--- src/rtl/output_collector.sv ---
// Collects streamed result samples into a small write queue and drains them to external memory.
// Optional running checksum of accepted samples: define OUTPUT_COLLECTOR_CHECKSUM_EN.
module output_collector #(
  parameter int IO_DATA_WIDTH      = 16,
  parameter int EXT_MEM_HEIGHT     = 1 << 20,
  parameter int EXT_MEM_WIDTH      = 32,
  parameter int FEATURE_MAP_WIDTH  = 1024,
  parameter int FEATURE_MAP_HEIGHT = 1024,
  parameter int OUTPUT_NB_CHANNELS = 64,
  parameter int FIFO_DEPTH         = 4,
  parameter int BASE_ADDR          = 0,
  localparam int AW    = $clog2(EXT_MEM_HEIGHT),
  localparam int XW    = (FEATURE_MAP_WIDTH > 1) ? $clog2(FEATURE_MAP_WIDTH) : 1,
  localparam int YW    = (FEATURE_MAP_HEIGHT > 1) ? $clog2(FEATURE_MAP_HEIGHT) : 1,
  localparam int CHW   = (OUTPUT_NB_CHANNELS > 1) ? $clog2(OUTPUT_NB_CHANNELS) : 1,
  localparam int TOTAL = FEATURE_MAP_WIDTH * FEATURE_MAP_HEIGHT * OUTPUT_NB_CHANNELS,
  localparam int CW    = $clog2(TOTAL + 1)
) (
  input  logic                            clk,
  input  logic                            arst_n_in,
  input  logic                            start,
  input  logic signed [IO_DATA_WIDTH-1:0] out,
  input  logic                            output_valid,
  input  logic [XW-1:0]                   output_x,
  input  logic [YW-1:0]                   output_y,
  input  logic [CHW-1:0]                  output_ch,
  input  logic                            mem_grant,
  output logic [AW-1:0]                   mem_write_addr,
  output logic [EXT_MEM_WIDTH-1:0]        mem_din,
  output logic                            mem_write_en,
  output logic                            running,
  output logic                            done,
  output logic                            overflow,
  output logic [CW-1:0]                   count,
  output logic [31:0]                     checksum
);

  localparam int IW = $clog2(FIFO_DEPTH);
  localparam int PW = IW + 1;
  localparam int EW = AW + EXT_MEM_WIDTH;

  typedef enum logic [1:0] {IDLE, COLLECT, DRAIN, DONE} state_t;

  state_t              state_q, state_d;
  logic [EW-1:0]       fifo_q [FIFO_DEPTH];
  logic [EW-1:0]       fifo_d [FIFO_DEPTH];
  logic [PW-1:0]       wr_ptr_q, wr_ptr_d, rd_ptr_q, rd_ptr_d;
  logic [CW-1:0]       count_q, count_d;
  logic                overflow_q, overflow_d;
  logic                fifo_empty, fifo_full;
  logic                arm, push, pop, drop;
  logic [AW-1:0]       sample_addr;
  logic [EXT_MEM_WIDTH-1:0] sample_data;
  logic [EW-1:0]       fifo_head;

  assign fifo_empty = (wr_ptr_q == rd_ptr_q);
  assign fifo_full  = (wr_ptr_q[PW-1] != rd_ptr_q[PW-1]) &&
                      (wr_ptr_q[IW-1:0] == rd_ptr_q[IW-1:0]);

  assign arm  = start && ((state_q == IDLE) || (state_q == DONE));
  assign pop  = !fifo_empty && mem_grant;
  // A full queue still accepts a sample when the head leaves in the same cycle.
  assign push = (state_q == COLLECT) && output_valid && (!fifo_full || pop);
  assign drop = (state_q == COLLECT) && output_valid && !push;

  // Channel-innermost addressing; arithmetic wraps naturally at AW bits.
  assign sample_addr = AW'(BASE_ADDR)
                     + ((AW'(output_y) * AW'(FEATURE_MAP_WIDTH) + AW'(output_x))
                        * AW'(OUTPUT_NB_CHANNELS))
                     + AW'(output_ch);
  assign sample_data = EXT_MEM_WIDTH'(out);

  always_comb begin
    fifo_d   = fifo_q;
    wr_ptr_d = wr_ptr_q;
    rd_ptr_d = rd_ptr_q;
    if (push) begin
      fifo_d[wr_ptr_q[IW-1:0]] = {sample_addr, sample_data};
      wr_ptr_d = wr_ptr_q + 1'b1;
    end
    if (pop) begin
      rd_ptr_d = rd_ptr_q + 1'b1;
    end
  end

  // DRAIN finishes as soon as the last entry leaves, so done follows the final write directly.
  always_comb begin
    state_d = state_q;
    case (state_q)
      IDLE, DONE: if (arm) state_d = COLLECT;
      COLLECT:    if (push && (count_q == CW'(TOTAL - 1))) state_d = DRAIN;
      DRAIN:      if (wr_ptr_d == rd_ptr_d) state_d = DONE;
      default:    state_d = IDLE;
    endcase
  end

  always_comb begin
    count_d    = count_q;
    overflow_d = overflow_q;
    if (arm) begin
      count_d    = '0;
      overflow_d = 1'b0;
    end else begin
      if (push) count_d    = count_q + 1'b1;
      if (drop) overflow_d = 1'b1;
    end
  end

  always_ff @(posedge clk or negedge arst_n_in) begin
    if (!arst_n_in) begin
      state_q    <= IDLE;
      wr_ptr_q   <= '0;
      rd_ptr_q   <= '0;
      count_q    <= '0;
      overflow_q <= 1'b0;
    end else begin
      state_q    <= state_d;
      wr_ptr_q   <= wr_ptr_d;
      rd_ptr_q   <= rd_ptr_d;
      count_q    <= count_d;
      overflow_q <= overflow_d;
    end
  end

  always_ff @(posedge clk) begin
    fifo_q <= fifo_d;
  end

`ifdef OUTPUT_COLLECTOR_CHECKSUM_EN
  logic [31:0] checksum_q, checksum_d;

  always_comb begin
    checksum_d = checksum_q;
    if (arm) begin
      checksum_d = '0;
    end else if (push) begin
      checksum_d = checksum_q + 32'(out);
    end
  end

  always_ff @(posedge clk or negedge arst_n_in) begin
    if (!arst_n_in) begin
      checksum_q <= '0;
    end else begin
      checksum_q <= checksum_d;
    end
  end

  assign checksum = checksum_q;
`else
  assign checksum = '0;
`endif

  // Queue storage is not reset, so the head is masked while the queue is empty.
  assign fifo_head      = fifo_q[rd_ptr_q[IW-1:0]];
  assign mem_write_en   = pop;
  assign mem_write_addr = fifo_empty ? '0 : fifo_head[EW-1:EXT_MEM_WIDTH];
  assign mem_din        = fifo_empty ? '0 : fifo_head[EXT_MEM_WIDTH-1:0];
  assign running        = (state_q == COLLECT) || (state_q == DRAIN);
  assign done           = (state_q == DONE);
  assign overflow       = overflow_q;
  assign count          = count_q;

endmodule

--- config.mk ---
export PLATFORM = sky130hd
export DESIGN_NAME = output_collector
export DESIGN_NICKNAME = d
export VERILOG_FILES = /design/src/rtl/output_collector.sv
export SDC_FILE = /design/constraint.sdc
export NUM_CORES = 1
export LEC_CHECK = 0
export CELL_PAD_IN_SITES_DETAIL_PLACEMENT = 1
export CELL_PAD_IN_SITES_GLOBAL_PLACEMENT = 1
export CORE_ASPECT_RATIO = 0.7
export CORE_MARGIN = 2
export CORE_UTILIZATION = 40
export CTS_CLUSTER_DIAMETER = 40
export CTS_CLUSTER_SIZE = 28
export DETAILED_ROUTE_END_ITERATION = 7
export GPL_ROUTABILITY_DRIVEN = 0
export PLACE_DENSITY = 0.87
export SLEW_MARGIN = 20
export SYNTH_ARGS = -nofsm -noshare
export SYNTH_HDL_FRONTEND = slang
export SYNTH_SLANG_ARGS = --single-unit
export TNS_END_PERCENT = 20
--- constraint.sdc ---
create_clock -name clk -period 4.8 [get_ports clk]
set_input_delay 0.96 -clock clk [delete_from_list [all_inputs] [get_ports clk]]
set_output_delay 0.96 -clock clk [all_outputs]
set_load 0.1 [all_outputs]
==> impl_metrics.tcl <==
set metrics [dict create \
    hold_path.class "reg -> reg" \
    ys_dominant_reg_cell "sky130_fd_sc_hd__edfxtp_1" \
    worstPathRequired_ns 3.84 \
    fp-row-count 42 \
    placeableCoreArea_sq_mm 0.0191 \
    post_synth_top_area_share 0.547 \
    ff2ff_path_depth 8 \
    synthesized_cell_area_sq_mm 0.00791 \
    critPathArrivalTime_ns 3.12 \
    post_synth_main_area_contributors "sky130_fd_sc_hd__edfxtp_1, sky130_fd_sc_hd__dfrtp_1, sky130_fd_sc_hd__mux4_2" \
    synth_most_common_cell "sky130_fd_sc_hd__edfxtp_1" \
    regToRegSetupSlack_ns 1.50 \
    firstDrtPassIters 4 \
    critPathMostFrequentCell "sky130_fd_sc_hd__buf_4" \
    root_buf_cell "sky130_fd_sc_hd__clkbuf_16" \
    ios 162 \
    post_synth_mux_area_share 0.104 \
    fin_skew_ns 0.0116 \
    globalRoute.totalOverflow 0 \
    cts_repair_resize_count 0 \
    global_route_usage_over_all_layers 0.171 \
    final_layout_size_suffix_gt1_frac 0.229 \
    min_delay_path_depth 2 \
    wl_mm 17.1 \
    area_growth_pct 22.4 \
    crit_chain "xor2_1, nor3_2, buf_4, nor2b_2, buf_4" \
    grt_antenna_before_repair 0 \
    grt_setup_unrepaired "no" \
    setup.worst_path.end_class "output port" \
    critical_path.slowest_cell "sky130_fd_sc_hd__dfrtp_2" \
    clk_pin_slew_ns 0.07 \
    combinational_family_with_the_most_area_after_synthesis "multiplexers" \
    yosysWarningCount 0 \
    cts_tree "done" \
    synth.cells.most_frequent "sky130_fd_sc_hd__edfxtp_1, sky130_fd_sc_hd__buf_4, sky130_fd_sc_hd__dfrtp_1, sky130_fd_sc_hd__mux4_2, sky130_fd_sc_hd__nor2b_1" \
    number_of_enable_type_register_cells_in_the_synthesized_netlist 144 \
    hold_path_startpoint "overflow" \
    port-buffer-count 123 \
    cp_slowest_stage_delay_ns 0.88 \
    max_cap_violations 0 \
    post_synth_inst_count 497 \
    worstSetupPathType "reg -> out" \
    fin_crit_ns 4.08 \
    maximum_number_of_pins_on_one_net_before_global_route_repair 38 \
    synth-adder-area-share 0.0142 \
    yosysUniqueCellTypes 46 \
    yosysTopAreaCell "sky130_fd_sc_hd__edfxtp_1" \
    cts_inserted_buffers 17 \
    synthesis.area_per_instance_sq_um 15.9 \
    route.antenna.remaining_nets 0 \
    post_synth_and_or_nand_nor_area_fraction 0.0885 \
    viasPerCell 4.98 \
    synth-compound-area-share 0.0335 \
    floorplan.initialDensity 0.413 \
    synthXorXnorAreaFrac 0.0386 \
    ctsHoldBuffers 0 \
    num-nets-final 668 \
    remaining_drcs 0 \
    worst_slew_margin_rel 0.311 \
    timing.setup.tns_ns 0 \
    dp.final_hpwl_mm 11.1 \
    route.vias.total 4427 \
    critical_path.reg2reg.startpoint "rd_ptr_q[1]" \
    timing.critical_path.from "rd_ptr_q[0]" \
    reg2reg_to "state_q[0]" \
    grt_pass1_wl_mm 26.4 \
    hold_end "overflow" \
    final_max_slew_viol_count 0 \
    dieArea_sq_mm 0.0209 \
    synth-seq-cells 180 \
    setup_viol_count_final 0 \
    cts_htree_levels 4 \
    fin_crit_sh 0.850 \
    maximum_root_to_sink_buffer_count 2 \
    ys_async_sr_fraction 0.200 \
    synth.yosys.seq_area_share 0.661 \
    worst_pin_slew_ns 1.03 \
    drt-wirelength-per-cell_um 19.2 \
    grt_pass1_vias 4830 \
    crit_path_max_fanout 37 \
    timing.critical_path.from_type "flop" \
    n_antenna_cell 0 \
    hold_viol_final 0 \
    die_height_um 122 \
    status "complete, no violations" \
    fmaxAchievable_mhz 245 \
    die_width_um 172 \
    drt_first_iter_violations 188 \
    worstSkewPairLatency_ns 0.43 \
    fill_cells 1885 \
    postCtsSetupRepairBufs 0 \
    cts_sinks 180 \
]
## metal layers
layer,part of all wire,vias up,track usage
li1,-,2006,-
met1,0.42,2261,0.210
met2,0.51,135,0.296
met3,0.046,25,0.0406
met4,0.020,0,0.0667
met5,0,-,0
## logic make-up after synthesis
logic type / after synthesis
flops: 180
simple gates: 130
buf+inv: 77
mux: 37
xor+xnor: 34
compound gates: 29
fa+ha+maj: 9
other cells: 1
## final cells by class
type                    count  area [sq um]  area share
clock buffers              17           425      0.0440
repair buffers            130          1160       0.120
well taps                 264           330      0.0341
multi-input cells         271          2340       0.241
clock inverters            15           146      0.0151
inverters                  12          45.0     0.00466
flip-flops and latches    180          5230       0.540
## stage by stage
| stage | instances | area (sq um) | util | setup WS, ns | hold slack (ns) |
|---|---|---|---|---|---|
| 3_5_place_dp | 856 | 9080 | 0.475 | 1.11 | 0.508 |
| 2_1_floorplan | 528 | 8030 | - | 0.775 | 0.560 |
| 4_1_cts | 888 | 9650 | 0.505 | 0.632 | 0.526 |
| 6_report | 889 | 9670 | 0.506 | 0.721 | 0.525 |
| 5_1_grt | 889 | 9670 | 0.506 | 0.408 | 0.560 |
| 3_3_place_gp | 856 | 9080 | 0.475 | 1.18 | 0.507 |
## flip-flops by register name, indices dropped and copies added (netlist names)
| signal | cells |
|---|---|
| state_q | 2 |
| count | 27 |
| overflow | 1 |
| wr_ptr_q | 3 |
| fifo_q | 144 |
| rd_ptr_q | 3 |
## worst max-delay path: cells and delay by family, from the launching register on
kind	cells	cell delay, ns
flip-flops	1	0.88
buffers and inverters	2	0.70
AND/OR/NAND/NOR	2	0.58
XOR/XNOR	1	0.51
## cells in the final DEF (no fill, tap or decap), types with 2 or more instances in the layout
master	instances
sky130_fd_sc_hd__and3_1	2
sky130_fd_sc_hd__or2_2	2
sky130_fd_sc_hd__nor2_1	31
sky130_fd_sc_hd__nor4_1	5
sky130_fd_sc_hd__and2_2	4
sky130_fd_sc_hd__o32ai_1	2
sky130_fd_sc_hd__clkinv_1	2
sky130_fd_sc_hd__o31ai_1	3
sky130_fd_sc_hd__or3_1	2
sky130_fd_sc_hd__inv_1	12
sky130_fd_sc_hd__xnor2_1	15
sky130_fd_sc_hd__nand3_1	12
sky130_fd_sc_hd__nor2b_1	35
sky130_fd_sc_hd__dfrtp_1	34
sky130_fd_sc_hd__nand4_1	3
sky130_fd_sc_hd__inv_8	3
sky130_fd_sc_hd__clkinv_4	3
sky130_fd_sc_hd__nand2_1	18
sky130_fd_sc_hd__and4_1	4
sky130_fd_sc_hd__o21ai_0	6
sky130_fd_sc_hd__clkbuf_16	17
sky130_fd_sc_hd__buf_4	59
sky130_fd_sc_hd__nor3_1	5
sky130_fd_sc_hd__clkinvlp_4	3
sky130_fd_sc_hd__dfrtp_2	2
sky130_fd_sc_hd__a21oi_1	5
sky130_fd_sc_hd__xor2_1	18
sky130_fd_sc_hd__a21o_1	2
sky130_fd_sc_hd__ha_1	9
sky130_fd_sc_hd__conb_1	32
sky130_fd_sc_hd__inv_6	3
sky130_fd_sc_hd__clkdlybuf4s50_1	70
sky130_fd_sc_hd__mux4_2	36
sky130_fd_sc_hd__edfxtp_1	144
## how the worst max path moves through the flow
stage                       end  cells past startpoint  slack, ns
finish              mem_din[30]                      5       0.72
global route        mem_din[29]                      5       0.41
CTS                 mem_din[30]                      5       0.63
detailed placement  mem_din[30]                      5       1.11
global placement    mem_din[31]                      5       1.18
floorplan           mem_din[16]                      5       0.78
Power is left out: the tool's default activity adds up to more than one toggle a clock period on the data nets, which glitch-free logic cannot reach.
